<file path="src/rtl/tmds_decode_align.sv">
// TMDS channel receiver: bit-slip symbol alignment on control-token runs, then 10b->8b decode.
// Latency: 2 cycles from the clock edge that samples raw_word to dout/c0/c1/de.
// Backpressure: none; free-running stream, one word in and one decoded symbol out per clock.
//
// Ports:
//   clkin     in   1   pixel clock
//   rstin     in   1   synchronous reset, active high
//   raw_word  in  10   deserialized word, bit 0 earliest on the wire
//   dout      out  8   decoded pixel data (0 on control tokens and while unlocked)
//   c0, c1    out  1   decoded control bits (hold across data symbols)
//   de        out  1   1 = data symbol, 0 = control token
//   locked    out  1   symbol alignment achieved
//   slip_cnt  out  4   current bit offset into the 20-bit window, 0..9
module tmds_decode_align #(
    parameter int TOKEN_RUN = 8,
    parameter int TIMEOUT   = 4096,
    parameter int SETTLE    = 3
) (
    input  logic       clkin,
    input  logic       rstin,
    input  logic [9:0] raw_word,
    output logic [7:0] dout,
    output logic       c0,
    output logic       c1,
    output logic       de,
    output logic       locked,
    output logic [3:0] slip_cnt
);

    localparam int TW = (TIMEOUT > 2)   ? $clog2(TIMEOUT)     : 1;
    localparam int RW = $clog2(TOKEN_RUN + 1);
    localparam int SW = (SETTLE > 1)    ? $clog2(SETTLE + 1)  : 1;

    typedef enum logic [1:0] {
        ST_SEARCH = 2'd0,
        ST_SLIP   = 2'd1,
        ST_LOCKED = 2'd2
    } state_t;

    // Registers
    state_t          r_state;
    logic [9:0]      r_prev;
    logic [9:0]      r_sym;
    logic [RW-1:0]   r_run;
    logic [TW-1:0]   r_timer;
    logic [SW-1:0]   r_settle;
    logic [3:0]      r_slip;
    logic [7:0]      r_dout;
    logic            r_c0;
    logic            r_c1;
    logic            r_de;

    // Combinational signals
    logic [19:0]     w_window;
    logic [9:0]      w_sym_sel;
    logic            w_tok;
    logic [1:0]      w_tok_c;      // {c1, c0}
    logic [7:0]      w_d;
    logic [7:0]      w_data;
    logic [3:0]      w_slip_inc;
    state_t          w_state_nxt;
    logic [RW-1:0]   w_run_nxt;
    logic [TW-1:0]   w_timer_nxt;
    logic [SW-1:0]   w_settle_nxt;
    logic [3:0]      w_slip_nxt;
    logic            w_lock_nxt;

    // Older word sits in the low half so that bit order matches wire order.
    assign w_window = {raw_word, r_prev};

    // Explicit mux keeps the select inside the 20-bit window for every slip value.
    always_comb begin
        w_sym_sel = w_window[9:0];
        case (r_slip)
            4'd0:    w_sym_sel = w_window[9:0];
            4'd1:    w_sym_sel = w_window[10:1];
            4'd2:    w_sym_sel = w_window[11:2];
            4'd3:    w_sym_sel = w_window[12:3];
            4'd4:    w_sym_sel = w_window[13:4];
            4'd5:    w_sym_sel = w_window[14:5];
            4'd6:    w_sym_sel = w_window[15:6];
            4'd7:    w_sym_sel = w_window[16:7];
            4'd8:    w_sym_sel = w_window[17:8];
            4'd9:    w_sym_sel = w_window[18:9];
            default: w_sym_sel = w_window[9:0];
        endcase
    end

    // Control token match on the aligned symbol
    always_comb begin
        w_tok   = 1'b0;
        w_tok_c = 2'b00;
        case (r_sym)
            10'b1101010100: begin w_tok = 1'b1; w_tok_c = 2'b00; end
            10'b0010101011: begin w_tok = 1'b1; w_tok_c = 2'b01; end
            10'b0101010100: begin w_tok = 1'b1; w_tok_c = 2'b10; end
            10'b1010101011: begin w_tok = 1'b1; w_tok_c = 2'b11; end
            default:        begin w_tok = 1'b0; w_tok_c = 2'b00; end
        endcase
    end

    // Data decode: undo optional inversion (bit 9), then undo XOR/XNOR chain (bit 8).
    always_comb begin
        w_data    = 8'h00;
        w_d       = r_sym[9] ? ~r_sym[7:0] : r_sym[7:0];
        w_data[0] = w_d[0];
        for (int i = 1; i < 8; i++) begin
            w_data[i] = r_sym[8] ? (w_d[i] ^ w_d[i-1]) : ~(w_d[i] ^ w_d[i-1]);
        end
    end

    assign w_slip_inc = (r_slip == 4'd9) ? 4'd0 : r_slip + 4'd1;

    // Alignment FSM: next state and counters
    always_comb begin
        w_state_nxt  = r_state;
        w_run_nxt    = r_run;
        w_timer_nxt  = r_timer;
        w_settle_nxt = r_settle;
        w_slip_nxt   = r_slip;
        case (r_state)
            ST_SEARCH: begin
                w_timer_nxt = r_timer + 1'b1;
                if (w_tok) begin
                    w_run_nxt = (r_run == RW'(TOKEN_RUN)) ? r_run : r_run + 1'b1;
                end else begin
                    w_run_nxt = '0;
                end
                // Lock wins over a coincident timeout.
                if (w_tok && (r_run >= RW'(TOKEN_RUN - 1))) begin
                    w_state_nxt = ST_LOCKED;
                    w_timer_nxt = '0;
                end else if (r_timer == TW'(TIMEOUT - 1)) begin
                    w_state_nxt  = ST_SLIP;
                    w_slip_nxt   = w_slip_inc;
                    w_run_nxt    = '0;
                    w_timer_nxt  = '0;
                    w_settle_nxt = '0;
                end
            end
            ST_SLIP: begin
                // Tokens are ignored while the window refills at the new offset.
                w_run_nxt    = '0;
                w_timer_nxt  = '0;
                w_settle_nxt = r_settle + 1'b1;
                if (r_settle >= SW'(SETTLE - 1)) begin
                    w_state_nxt  = ST_SEARCH;
                    w_settle_nxt = '0;
                end
            end
            ST_LOCKED: begin
                // A token on the expiry cycle still refreshes the lock.
                if (w_tok) begin
                    w_timer_nxt = '0;
                end else if (r_timer == TW'(TIMEOUT - 1)) begin
                    w_state_nxt  = ST_SLIP;
                    w_slip_nxt   = w_slip_inc;
                    w_run_nxt    = '0;
                    w_timer_nxt  = '0;
                    w_settle_nxt = '0;
                end else begin
                    w_timer_nxt = r_timer + 1'b1;
                end
            end
            default: begin
                w_state_nxt  = ST_SEARCH;
                w_run_nxt    = '0;
                w_timer_nxt  = '0;
                w_settle_nxt = '0;
            end
        endcase
    end

    // Outputs follow the lock state they are presented with, so they are
    // gated on the state being entered rather than the one being left.
    assign w_lock_nxt = (w_state_nxt == ST_LOCKED);

    always_ff @(posedge clkin) begin
        if (rstin) begin
            r_state  <= ST_SEARCH;
            r_prev   <= 10'd0;
            r_sym    <= 10'd0;
            r_run    <= '0;
            r_timer  <= '0;
            r_settle <= '0;
            r_slip   <= 4'd0;
            r_dout   <= 8'h00;
            r_c0     <= 1'b0;
            r_c1     <= 1'b0;
            r_de     <= 1'b0;
        end else begin
            r_state  <= w_state_nxt;
            r_prev   <= raw_word;
            r_sym    <= w_sym_sel;
            r_run    <= w_run_nxt;
            r_timer  <= w_timer_nxt;
            r_settle <= w_settle_nxt;
            r_slip   <= w_slip_nxt;
            if (!w_lock_nxt) begin
                r_dout <= 8'h00;
                r_de   <= 1'b0;
                r_c0   <= 1'b0;
                r_c1   <= 1'b0;
            end else if (w_tok) begin
                r_dout <= 8'h00;
                r_de   <= 1'b0;
                r_c0   <= w_tok_c[0];
                r_c1   <= w_tok_c[1];
            end else begin
                r_dout <= w_data;
                r_de   <= 1'b1;
            end
        end
    end

    assign dout     = r_dout;
    assign c0       = r_c0;
    assign c1       = r_c1;
    assign de       = r_de;
    assign locked   = (r_state == ST_LOCKED);
    assign slip_cnt = r_slip;

endmodule

</file>
<file path="config.mk">
export PLATFORM = sky130hd
export DESIGN_NAME = tmds_decode_align
export DESIGN_NICKNAME = d
export VERILOG_FILES = /design/src/rtl/tmds_decode_align.sv
export SDC_FILE = /design/constraint.sdc
export NUM_CORES = 1
export LEC_CHECK = 0
export CAP_MARGIN = 20
export CORE_MARGIN = 2
export CORE_UTILIZATION = 60
export CTS_BUF_LIST = sky130_fd_sc_hd__clkbuf_8
export CTS_CLUSTER_SIZE = 20
export DETAILED_ROUTE_END_ITERATION = 10
export PLACE_DENSITY_LB_ADDON = 0.2
export SYNTH_ARGS = -nofsm -noshare
export SYNTH_HDL_FRONTEND = slang
export SYNTH_SLANG_ARGS = --single-unit
</file>
<file path="constraint.sdc">
create_clock -name clkin -period 5.95 [get_ports clkin]
set_input_delay 1.785 -clock clkin [delete_from_list [all_inputs] [get_ports clkin]]
set_output_delay 1.785 -clock clkin [all_outputs]
set_load 0.02 [all_outputs]
</file>
==> impl_metrics.py <==
metrics = {
    "finish": {
        "drive_gt1_share_pct": 7.071,
        "fillCellCount": 457,
        "final_area_sq_um": 3495,
        "multiInputGateArea_sq_um": 1839,
        "register_area_sq_um": 1101,
        "final_nets": 418,
        "synthToLayoutAreaGrowth_pct": 11.63,
        "diodes": 0,
    },
    "flow_run": {
        "maxCapViolCount": 0,
    },
    "clock_tree": {
        "cts_root_buffer": "clkbuf_8",
        "numCtsBuffers": 5,
        "clock-sinks": 55,
        "ctsResizeCount": 0,
        "insertion_delay_ns": 0.31,
        "clkSlewWorstSetupHoldPaths_ns": 0.10,
        "cts_setup_buffers": 0,
        "cts_tree": "done",
        "ctsHoldBuffers": 0,
        "cts_buffer_depth": 2,
        "htreeDepth": 2,
    },
    "global_route": {
        "antenna_found_initial": 0,
        "grt-ovfl-total": 0,
        "grt_max_degree": 46,
        "grt_pass1_wl_um": 11670,
        "grt_pass1_vias": 2486,
        "grt.total_usage_pct": 24.24,
    },
    "pwr": {
        "p_clk_share_pct": 33.0,
        "power_density_nw_per_um2": 184.7,
        "p_int_uw": 493.1,
        "power.switching_uw": 152.5,
        "swShare_pct": 23.62,
        "seq_power_share_pct": 60.0,
        "p_comb_share_pct": 7.0,
        "p_leak_nw": 1.209,
        "peakVddDrop_mv": 0.1036,
    },
    "worst_setup_path": {
        "cp_max_fo": 31,
        "arrival_ns": 2.05,
        "worstSetupEndpoint": "slip_cnt[3]",
        "slowest_delay_ns": 0.97,
        "cp_cell_sequence": "clkdlybuf4s50_1",
        "critPathCaptureType": "output pin",
        "reg2reg_from": "slip_cnt[2]",
        "rr_worst_depth": 4,
        "crit_cells": 1,
        "r2r_setup_slack_ns": 3.27,
        "startpoint": "slip_cnt[3]",
        "r2r-end": "r_sym[4]",
        "worst_setup_path_start_kind": "flop",
        "critical_path_class": "reg -> out",
        "cp_top_family": "flip-flops",
        "critPathBufInv": 1,
        "crit_required_ns": 4.16,
        "crit_slowest_cell": "dfxtp_1",
    },
    "sta": {
        "post-route-period-util_pct": 64.39,
        "clock_skew_ns": 0.006187,
        "hold_violations": 0,
        "hold_slack_ns": 0.4653,
        "period_minus_slack_ns": 3.831,
        "timing.fmax_mhz": 261.0,
        "worst_pin_slew_ns": 0.9521,
        "finalMaxSlewViolations": 0,
        "tns_ns": 0,
        "finalSetupViolCount": 0,
        "relSlewSlack_pct": 34.71,
        "rsz0062_at_grt": "false",
    },
    "logic_synthesis": {
        "syn_area_sq_um": 3131,
        "ys_seq_area_share_pct": 35.17,
        "ys_warn_count": 0,
        "ys_types": 55,
        "synth-async-reset-ratio_pct": 0,
        "synth_flop_cell": "dfxtp_1",
        "synth_edf_count": 0,
        "syn-num-nets": 407,
        "syn_inst": 384,
        "avgSynthCellArea_sq_um": 8.152,
        "ys_ff_latch": 55,
    },
    "place": {
        "io_buffers": 27,
        "dp.final_hpwl_um": 4710,
        "routabilityCongestion": 0.8919,
        "place_area_sq_um": 3400,
    },
    "detailed_routing": {
        "num_vias": 2741,
        "avgRoutedWirePerCell_um": 14.61,
        "routed_via_density": 5.882,
        "firstDrtPassIters": 5,
        "drcViolationCount": 0,
        "first_iter_violations": 180,
        "ant_nets": 0,
        "wl_um": 6807,
    },
    "die": {
        "die-width_um": 76.23,
        "rows": 26,
        "die_h_um": 76.23,
        "fp.coreArea_sq_um": 5075,
        "die-area_sq_um": 5811,
        "io_pins": 28,
        "initial_utilization_pct": 61.69,
    },
    "worst_hold_path": {
        "min-delay-path-class": "reg -> reg",
    },
    "run_status": {
        "status": "finished clean",
    },
}
-- synth_stat cells (2+ instances only) --
master,instances,share of area [%]
xnor2_1,16,4.5
xor2_1,5,1.4
nor2b_1,22,4.4
inv_1,23,2.8
a21oi_1,22,3.5
nand2b_1,8,1.6
nand4_1,2,0.40
a211o_1,3,0.84
a31oi_1,3,0.60
mux2_2,8,2.9
a311oi_1,2,0.56
a211oi_1,9,2.2
nand3_1,16,2.6
or2_2,2,0.40
mux2i_1,4,1.3
a221o_1,2,0.64
nand3b_1,4,0.96
or3_1,3,0.60
nor2_1,45,5.4
nor4_1,3,0.60
clkbuf_2,2,0.32
clkbuf_1,18,2.2
and2_1,2,0.40
or4_1,3,0.72
nand2_1,16,1.9
ha_1,11,4.4
a31o_2,3,0.84
o211ai_1,2,0.48
a21o_1,3,0.72
a22oi_1,9,2.2
buf_2,3,0.48
and3_1,2,0.40
o21ai_0,19,3.0
a221oi_1,6,1.7
a2111oi_0,2,0.56
nor3_1,4,0.64
nand4_2,2,0.80
dfxtp_1,55,35
o31ai_1,3,0.72
o22ai_1,2,0.40
-- power groups by stage --
stage                     logic (mW)  registers [mW]  clock network, mW
after floorplan               0.0317           0.391                  0
after global placement        0.0442           0.395                  0
after detailed placement      0.0448           0.396                  0
after CTS                     0.0450           0.387              0.219
after global routing          0.0509           0.389              0.234
final                         0.0451           0.387              0.213
-- cell usage in the layout, fill, tap and decap left out, drive strengths merged, types with 2 or more instances in the layout --
cell type      Yosys  final
a21o               3      3
nor3               5      5
clkbuf            20      6
ha                11     11
inv               23     24
a311oi             2      2
nand3b             4      4
o211ai             2      2
a22oi              9      9
mux2i              4      4
xnor2             16     16
a31oi              3      3
nand2             16     16
o22ai              2      2
or2                2      2
nand3             17     17
mux2               8      8
or4                3      3
buf                5      2
clkdlybuf4s50      0     27
o21ai             19     19
a211oi             9      9
dfxtp             55     55
nor4               3      3
a221oi             6      6
and3               2      2
a21oi             22     22
nor2              46     46
o31ai              3      3
a31o               3      3
nand2b             8      8
and2               2      2
a221o              2      2
or3                3      3
nand4              4      4
a2111oi            2      2
xor2               5      5
a211o              3      3
nor2b             22     22
-- metrics by stage --
step / cells / total power [mW] / utilization [%] / worst slack (ns)
floorplan: 384 / 0.4224 / - / 3.098
global placement: 458 / 0.4396 / 66.99 / 2.473
detailed placement: 458 / 0.4403 / 66.99 / 2.478
CTS: 466 / 0.6515 / 68.86 / 2.143
global route: 466 / 0.6736 / 68.86 / 2.024
finish: 466 / 0.6456 / 68.86 / 2.119
-- area by class of cell --
cell class | instances | area share [%]
well taps | 70 | 2.506
multi-input cells | 281 | 52.63
clock inverters | 2 | 0.3580
inverters | 23 | 2.470
flip-flops and latches | 55 | 31.51
repair buffers | 29 | 8.163
clock buffers | 6 | 2.363
-- layer usage --
layer	global-route usage, %	share of wire, %
met1	32.91	46
met4	7.091	1.1
met3	4.976	7.4
met2	39.12	45
met5	0	0
-- cells by family (layout without fill, tap and decap cells) --
family | Yosys count | count (layout) | share of synthesized area [%]
AND/OR/NAND/NOR | 140 | 140 | 23.46
multiplexers | 12 | 12 | 4.157
buffers and inverters | 48 | 60 | 6.075
adder cells (fa/ha/maj) | 11 | 11 | 4.396
flip-flops | 55 | 55 | 35.17
XOR/XNOR | 21 | 21 | 5.875
AO/OA/AOI/OAI | 97 | 97 | 20.86
-- sequential cells by signal, indices dropped and copies added, names as in the netlist --
signal and cells:
c1 1, slip_cnt 4, r_run 4, r_timer 12, dout 8, de 1
r_prev 10, r_state 2, c0 1, r_sym 10, r_settle 2
-- worst min path at each step --
stage / cells past startpoint / startpoint / to
6_report: 2 / c0 / c0
5_1_grt: 2 / c0 / c0
4_1_cts: 2 / c0 / c0
3_5_place_dp: 2 / c0 / c0
3_3_place_gp: 1 / r_timer[0] / r_timer[0]
2_1_floorplan: 1 / r_timer[0] / r_timer[0]
Note: power is estimated with default switching activity, not from simulation.
